$ cat src/rtl/trax_pkg.sv
// trax_pkg: ASCII constants, tile symbol codes and parser states shared by the Trax move parser
package trax_pkg;
  localparam logic [7:0] CH_AT = 8'h40;
  localparam logic [7:0] CH_A  = 8'h41;
  localparam logic [7:0] CH_Z  = 8'h5A;
  localparam logic [7:0] CH_0  = 8'h30;
  localparam logic [7:0] CH_9  = 8'h39;
  localparam logic [7:0] CH_SL = 8'h2F;
  localparam logic [7:0] CH_PL = 8'h2B;
  localparam logic [7:0] CH_BS = 8'h5C;
  localparam logic [7:0] CH_SP = 8'h20;
  localparam logic [7:0] CH_CR = 8'h0D;
  localparam logic [7:0] CH_LF = 8'h0A;
  localparam logic [1:0] SYM_BS = 2'd1;
  localparam logic [1:0] SYM_PL = 2'd2;
  localparam logic [1:0] SYM_SL = 2'd3;
  typedef enum logic [2:0] {ST_IDLE, ST_COL2, ST_ROW1, ST_ROW2, ST_TYPE, ST_DONE, ST_ERR} state_t;
endpackage

$ cat src/rtl/trax_char_class.sv
// trax_char_class: classifies an ASCII byte into Trax notation classes and its numeric value
module trax_char_class
  import trax_pkg::*;
(
  input  logic [7:0] c,
  output logic       is_at,
  output logic       is_letter,
  output logic       is_digit,
  output logic       is_type,
  output logic       is_ws,
  output logic [4:0] val
);
  logic [1:0] sym;
  assign is_at     = c == CH_AT;
  assign is_letter = c >= CH_A && c <= CH_Z;
  assign is_digit  = c >= CH_0 && c <= CH_9;
  assign sym       = c == CH_BS ? SYM_BS : c == CH_PL ? SYM_PL : c == CH_SL ? SYM_SL : 2'd0;
  assign is_type   = sym != 2'd0;
  assign is_ws     = c == CH_SP || c == CH_CR || c == CH_LF;
  // 'A'..'Z' low five bits are already 1..26, '0'..'9' low nibble is the digit
  assign val = is_letter ? c[4:0] : is_digit ? {1'b0, c[3:0]} : {3'd0, sym};
endmodule

$ cat src/rtl/trax_move_parser.sv
// trax_move_parser: parses a serial Trax move ("B3/", "AA12\") into absolute coordinates and symbol
module trax_move_parser
  import trax_pkg::*;
#(
  parameter int X_W = 10
) (
  input  logic         clk,
  input  logic         rst_n,
  input  logic [7:0]   in_data,
  input  logic         in_valid,
  output logic         in_ready,
  input  logic [X_W:0] off_x,
  input  logic [X_W:0] off_y,
  output logic [X_W:0] out_x,
  output logic [X_W:0] out_y,
  output logic [1:0]   out_sym,
  output logic         out_valid,
  input  logic         out_ready,
  output logic         err
);
  localparam int W = X_W + 1;
  state_t       state;
  logic [X_W:0] col, row;
  logic         is_at, is_letter, is_digit, is_type, is_ws, acc, bad;
  logic [4:0]   val;
  trax_char_class u_cls (
    .c(in_data), .is_at(is_at), .is_letter(is_letter), .is_digit(is_digit),
    .is_type(is_type), .is_ws(is_ws), .val(val)
  );
  assign in_ready = state != ST_DONE;
  assign acc      = in_valid && in_ready;
  always_comb begin
    bad = 1'b0;
    case (state)
      ST_IDLE, ST_ERR: bad = !(is_at || is_letter || is_ws);
      ST_COL2:         bad = !(is_letter || is_digit);
      ST_ROW1:         bad = !is_digit;
      ST_ROW2:         bad = !(is_type || (is_digit && row != '0));
      ST_TYPE:         bad = !is_type;
      default:         bad = 1'b0;
    endcase
  end
  always_ff @(posedge clk or negedge rst_n) begin
    if (!rst_n) begin
      state     <= ST_IDLE;
      col       <= '0;
      row       <= '0;
      out_x     <= '0;
      out_y     <= '0;
      out_sym   <= '0;
      out_valid <= 1'b0;
      err       <= 1'b0;
    end else begin
      err <= 1'b0;
      if (acc && bad) begin
        state <= ST_ERR;
        err   <= 1'b1;
        col   <= '0;
        row   <= '0;
      end else begin
        case (state)
          ST_IDLE, ST_ERR: begin
            state <= ST_IDLE;
            if (acc && is_at) begin
              col   <= '0;
              state <= ST_ROW1;
            end else if (acc && is_letter) begin
              col   <= W'(val);
              state <= ST_COL2;
            end
          end
          ST_COL2: if (acc) begin
            if (is_letter) begin
              col   <= col * W'(26) + W'(val);
              state <= ST_ROW1;
            end else begin
              row   <= W'(val);
              state <= ST_ROW2;
            end
          end
          ST_ROW1: if (acc) begin
            row   <= W'(val);
            state <= ST_ROW2;
          end
          ST_ROW2, ST_TYPE: if (acc) begin
            if (is_digit) begin
              row   <= row * W'(10) + W'(val);
              state <= ST_TYPE;
            end else begin
              out_x     <= col + off_x;
              out_y     <= row + off_y;
              out_sym   <= val[1:0];
              out_valid <= 1'b1;
              state     <= ST_DONE;
            end
          end
          ST_DONE: if (out_ready) begin
            out_valid <= 1'b0;
            state     <= ST_IDLE;
          end
          default: state <= ST_IDLE;
        endcase
      end
    end
  end
endmodule
$ cat config.mk
export PLATFORM = sky130hd
export DESIGN_NAME = trax_move_parser
export DESIGN_NICKNAME = d
export VERILOG_FILES = /design/src/rtl/trax_pkg.sv /design/src/rtl/trax_char_class.sv /design/src/rtl/trax_move_parser.sv
export SDC_FILE = /design/constraint.sdc
export NUM_CORES = 1
export LEC_CHECK = 0
export BUFFER_PORTS_ARGS = -buffer_cell sky130_fd_sc_hd__buf_4
export CAP_MARGIN = 20
export CORE_MARGIN = 2
export CORE_UTILIZATION = 30
export DETAILED_ROUTE_END_ITERATION = 10
export PLACE_DENSITY = 0.47
export SLEW_MARGIN = 20
export SYNTH_ARGS = -nofsm -noshare
export SYNTH_HDL_FRONTEND = slang
export SYNTH_SLANG_ARGS = --single-unit
$ cat constraint.sdc
create_clock -name clk -period 4.2 [get_ports clk]
set_clock_uncertainty 0.1 [all_clocks]
set_input_delay 0 -clock clk [delete_from_list [all_inputs] [get_ports clk]]
set_output_delay 0 -clock clk [all_outputs]
set_load 0.02 [all_outputs]
==> impl_summary.log <==
INFO  metric rsz0062_at_grt = false
INFO  metric critical_path.endpoint_type = flip-flop
INFO  metric clk_transition_reported_paths = 0.07 ns
INFO  metric max-slew-margin-rel = a little over half
INFO  metric maxSlewViolCount = 0
INFO  metric whs_path_depth = 3
INFO  metric post_synth_fa_ha_maj_area_fraction = 18.8%
INFO  metric drt-wirelength-per-cell = 15.3 um
INFO  metric dominant_combinational_cell_family_by_area_after_synthesis = adder cells
INFO  metric synth-simple-area-share = between 10% and 20%
INFO  metric synth.lib_cells_used.distinct = 71
INFO  metric globalRouteOverflowTotal = 0
INFO  metric critical-path-top-delay-family = simple AND/OR/NAND/NOR gates
INFO  metric timing.critical_path.slowest_cell_delay = about 0.63 ns
INFO  metric antenna_found_initial = 0
INFO  metric cap_violations = 0
INFO  metric final.setup.tns = 0 ns
INFO  metric worst_ir_drop_vdd = 223 uV
INFO  metric worst_ep_required_time = between 4 and 5 ns
INFO  metric avgViaCountPerCell = 5.03
INFO  metric critical-path-slowest-cell = sky130_fd_sc_hd__dfrtp_1
INFO  metric htree_levels = 2
INFO  metric y_dimension_of_the_die = 132 um
INFO  metric diodes = 0
INFO  metric avgSynthCellArea = 9.59 um^2
INFO  metric numPortBuffers = 60
INFO  metric pwr_per_cell_area = 718 nW/um^2
INFO  metric muxShareOfSynthArea = between 8 and 9%
INFO  metric worst_margin_slew = 0.695 ns
INFO  metric setup_slack = 0.715 ns
INFO  metric core_box_area = between 15,000 and 20,000 um^2
INFO  metric post_synth_xor_area_fraction = 8.62%
INFO  metric postSynthNetCount = 609
INFO  metric drtPass1Iterations = 4
INFO  metric synth_compound_gate_area_share = 17.8%
INFO  metric die_area = approximately 17,000 um^2
INFO  metric cts.path.max_buffers = 2
INFO  metric synthArstFlopShare = 100%
INFO  metric totalWireLength = 12,000 um
INFO  metric worst_hold_path.endpoint = state[1]
INFO  metric design.portCount = 61
INFO  metric final.min_clock_period = 3.48 ns
INFO  metric cts_made_buffers = 5
INFO  metric holdCritPathClass = in -> reg
INFO  metric synth-seq-cells = 51
INFO  metric synthFlopType = sky130_fd_sc_hd__dfrtp_1
INFO  metric final-hold-violation-count = 0
INFO  metric p_comb_share = 65.7%
INFO  metric critical_path.cell_chain = nor3b_2 -> a21oi_2 -> or3_2 -> o2bb2ai_4 -> a21oi_4 -> or4_1 -> buf_4 -> mux2_2
INFO  metric rrSetupSlack = a little over 0.7 ns
INFO  metric layout-drive-gt1-share = 20.3%
INFO  metric net-switching-power = ~1.9 mW
INFO  metric fin_util = 35.9%
INFO  metric post-route-drc-count = 0
INFO  metric timing.hold.worst.start = in_valid
INFO  metric setup-violations-final = 0
INFO  metric synthToLayoutAreaGrowth = 16.7%
INFO  metric synthesis.instances = 509
INFO  metric placement.setup.worst_slack = 0.717 ns
INFO  metric yosysWarningCount = 0
INFO  metric run_status = completed
INFO  metric crit_path_start_kind = flip-flop
INFO  metric r2r-start = state[2]
INFO  metric worstSkewPairLatency = slightly below 0.3 ns
INFO  metric power.total = 4.09 mW
INFO  metric power_leakage = 2.69 nW
INFO  metric pwr-share-seq = a little under a quarter
INFO  metric arrival = 3.56 ns
INFO  metric crit_path_max_fanout = 25
INFO  metric ys_seq_area_share = 26.2%
INFO  metric clkPwrFrac = between 10% and 20%
INFO  metric die-width = between 100 and 150 um
INFO  metric worstRegToRegCells = 8
INFO  metric fmax = 287 MHz
INFO  metric detailed_place_hpwl = between 9000 and 10,000 um
INFO  metric syn_area = 4880 um^2
INFO  metric finalWeightedCongestion = 0.818
INFO  metric ctsRootBufferMaster = sky130_fd_sc_hd__clkbuf_16
INFO  metric via_count_of_the_first_global_routing_pass = 3,924
INFO  metric final.period_utilization = 83.0%
INFO  metric reg2reg_to = out_x[5]
INFO  metric grt_first_pass_wirelength = 19,800 um
INFO  metric path_buf_inv = 1
INFO  metric clock-sinks = 51
INFO  metric post_cts_buffers = 0
INFO  metric grt_start_max_net_pins = 52
INFO  metric cell_internal_pwr = 2.17 mW
INFO  metric tritoncts = built
INFO  metric floorplan.initialDensity = a little under a third
INFO  metric power.switching_fraction = 46.8%
INFO  metric antenna_violating_nets_post_route = 0
INFO  metric routed_via_count = 3,942
INFO  metric critical_path_class = reg -> reg
INFO  metric detailedRoute.firstIterationViolations = 118
INFO  metric finalNetCount = 666
INFO  metric post_cts_resize_count = 0
INFO  metric count_of_flip_flops_with_a_built_in_enable_after_synthesis = 0
INFO  metric placement_rows = 46
INFO  metric grt_use_total = between 10% and 20%
==> how the worst max path moves through the flow <==
stage,start,end,slack [ns],cells past startpoint
CTS,state[2],out_x[5],0.70,8
finish,state[2],out_x[5],0.72,8
detailed placement,state[2],out_x[5],0.72,8
global route,state[2],out_x[4],0.51,8
floorplan,col[1],col[10],1.12,10
global placement,state[2],out_x[5],0.77,8
==> stage by stage <==
stage / cells / cell area (um^2) / hold WS, ns
after floorplan: 509 / 4880 / -0.396
after global placement: 771 / 5510 / -0.0178
after detailed placement: 771 / 5510 / -0.000652
after CTS: 783 / 5700 / 0.0191
after global routing: 783 / 5700 / 0.0235
final: 783 / 5700 / 0.0337
==> routing by layer <==
| layer | track usage [%] | wire length (um) | vias up |
|---|---|---|---|
| met5 | 0 | 0 | - |
| met4 | 3.50 | 184 | 0 |
| met3 | 1.66 | 421 | 12 |
| met2 | 22.3 | 5380 | 92 |
| met1 | 19.6 | 6000 | 1875 |
| li1 | - | - | 1963 |
==> cells in the mapped netlist (6+ instances only) <==
cell type	count	share of area, %
sky130_fd_sc_hd__fa_1	11	4.5
sky130_fd_sc_hd__ha_1	55	14
sky130_fd_sc_hd__a211oi_1	6	0.92
sky130_fd_sc_hd__nand2_1	34	2.6
sky130_fd_sc_hd__o31ai_1	12	1.8
sky130_fd_sc_hd__a21o_1	9	1.4
sky130_fd_sc_hd__xor2_1	11	2.0
sky130_fd_sc_hd__xnor2_1	37	6.6
sky130_fd_sc_hd__mux2i_1	7	1.4
sky130_fd_sc_hd__buf_2	7	0.72
sky130_fd_sc_hd__and3_1	6	0.77
sky130_fd_sc_hd__a21oi_1	24	2.5
sky130_fd_sc_hd__mux2_4	18	5.5
sky130_fd_sc_hd__nor3_1	12	1.2
sky130_fd_sc_hd__nor2_1	17	1.3
sky130_fd_sc_hd__nand3_1	8	0.82
sky130_fd_sc_hd__o21ai_0	29	3.0
sky130_fd_sc_hd__dfrtp_1	51	26
sky130_fd_sc_hd__mux2_2	7	1.6
sky130_fd_sc_hd__inv_1	41	3.2
==> placed cells by master (no fill, tap or decap), drive strengths merged, types with 6 or more instances in the layout <==
cell type,Yosys,routed
buf,11,62
ha,55,55
dfrtp,51,51
inv,42,44
xnor2,37,37
o21ai,35,35
nand2,34,34
a21oi,26,26
mux2,25,25
nor2,19,19
nor3,12,12
o31ai,12,12
xor2,11,11
fa,11,11
a21o,9,9
nor3b,9,9
nand3,8,8
mux2i,7,7
and3,6,6
a211oi,6,6
==> state kept, by name, summed over array words and instances, names as in the netlist <==
signal,count
col,11
err,1
out_sym,2
out_valid,1
out_x,11
out_y,11
row,11
state,3
==> repair_timing <==
action | in CTS | in global routing
endpoints found under the setup margin | 0 | 0
hold endpoints to repair | 55 | 0
hold buffers | 4 | 0
==> kinds of logic after synthesis <==
kind of cell | Yosys count
adder cells (fa/ha/maj) | 67
AND/OR/NAND/NOR | 128
XOR/XNOR | 48
buffers and inverters | 58
flip-flops | 51
multiplexers | 32
AO/OA/AOI/OAI | 125
==> layout make-up <==
cell class	count	area (um^2)
Multi-Input combinational cell	400	3340
Inverter	42	158
Tap cell	216	270
Clock buffer	5	125
Fill cell	1682	10200
Clock inverter	3	22.5
Sequential cell	51	1280
Timing Repair Buffer	66	505
==> power by group through the flow <==
stage | Combinational [mW] | Sequential (mW) | Clock [mW]
after floorplan | 1.99 | 1.01 | 0
final | 2.68 | 0.978 | 0.424
after global placement | 2.67 | 0.988 | 0
after CTS | 2.72 | 0.982 | 0.435
after global routing | 2.98 | 1.02 | 0.458
after detailed placement | 2.71 | 0.988 | 0
==> worst min-delay path: cells and delay by family <==
kind,cells,cell delay (ns)
AO/OA/AOI/OAI,1,0.10
buffers and inverters,1,0.14
AND/OR/NAND/NOR,1,0.14
(Power assumes the default switching activity.)
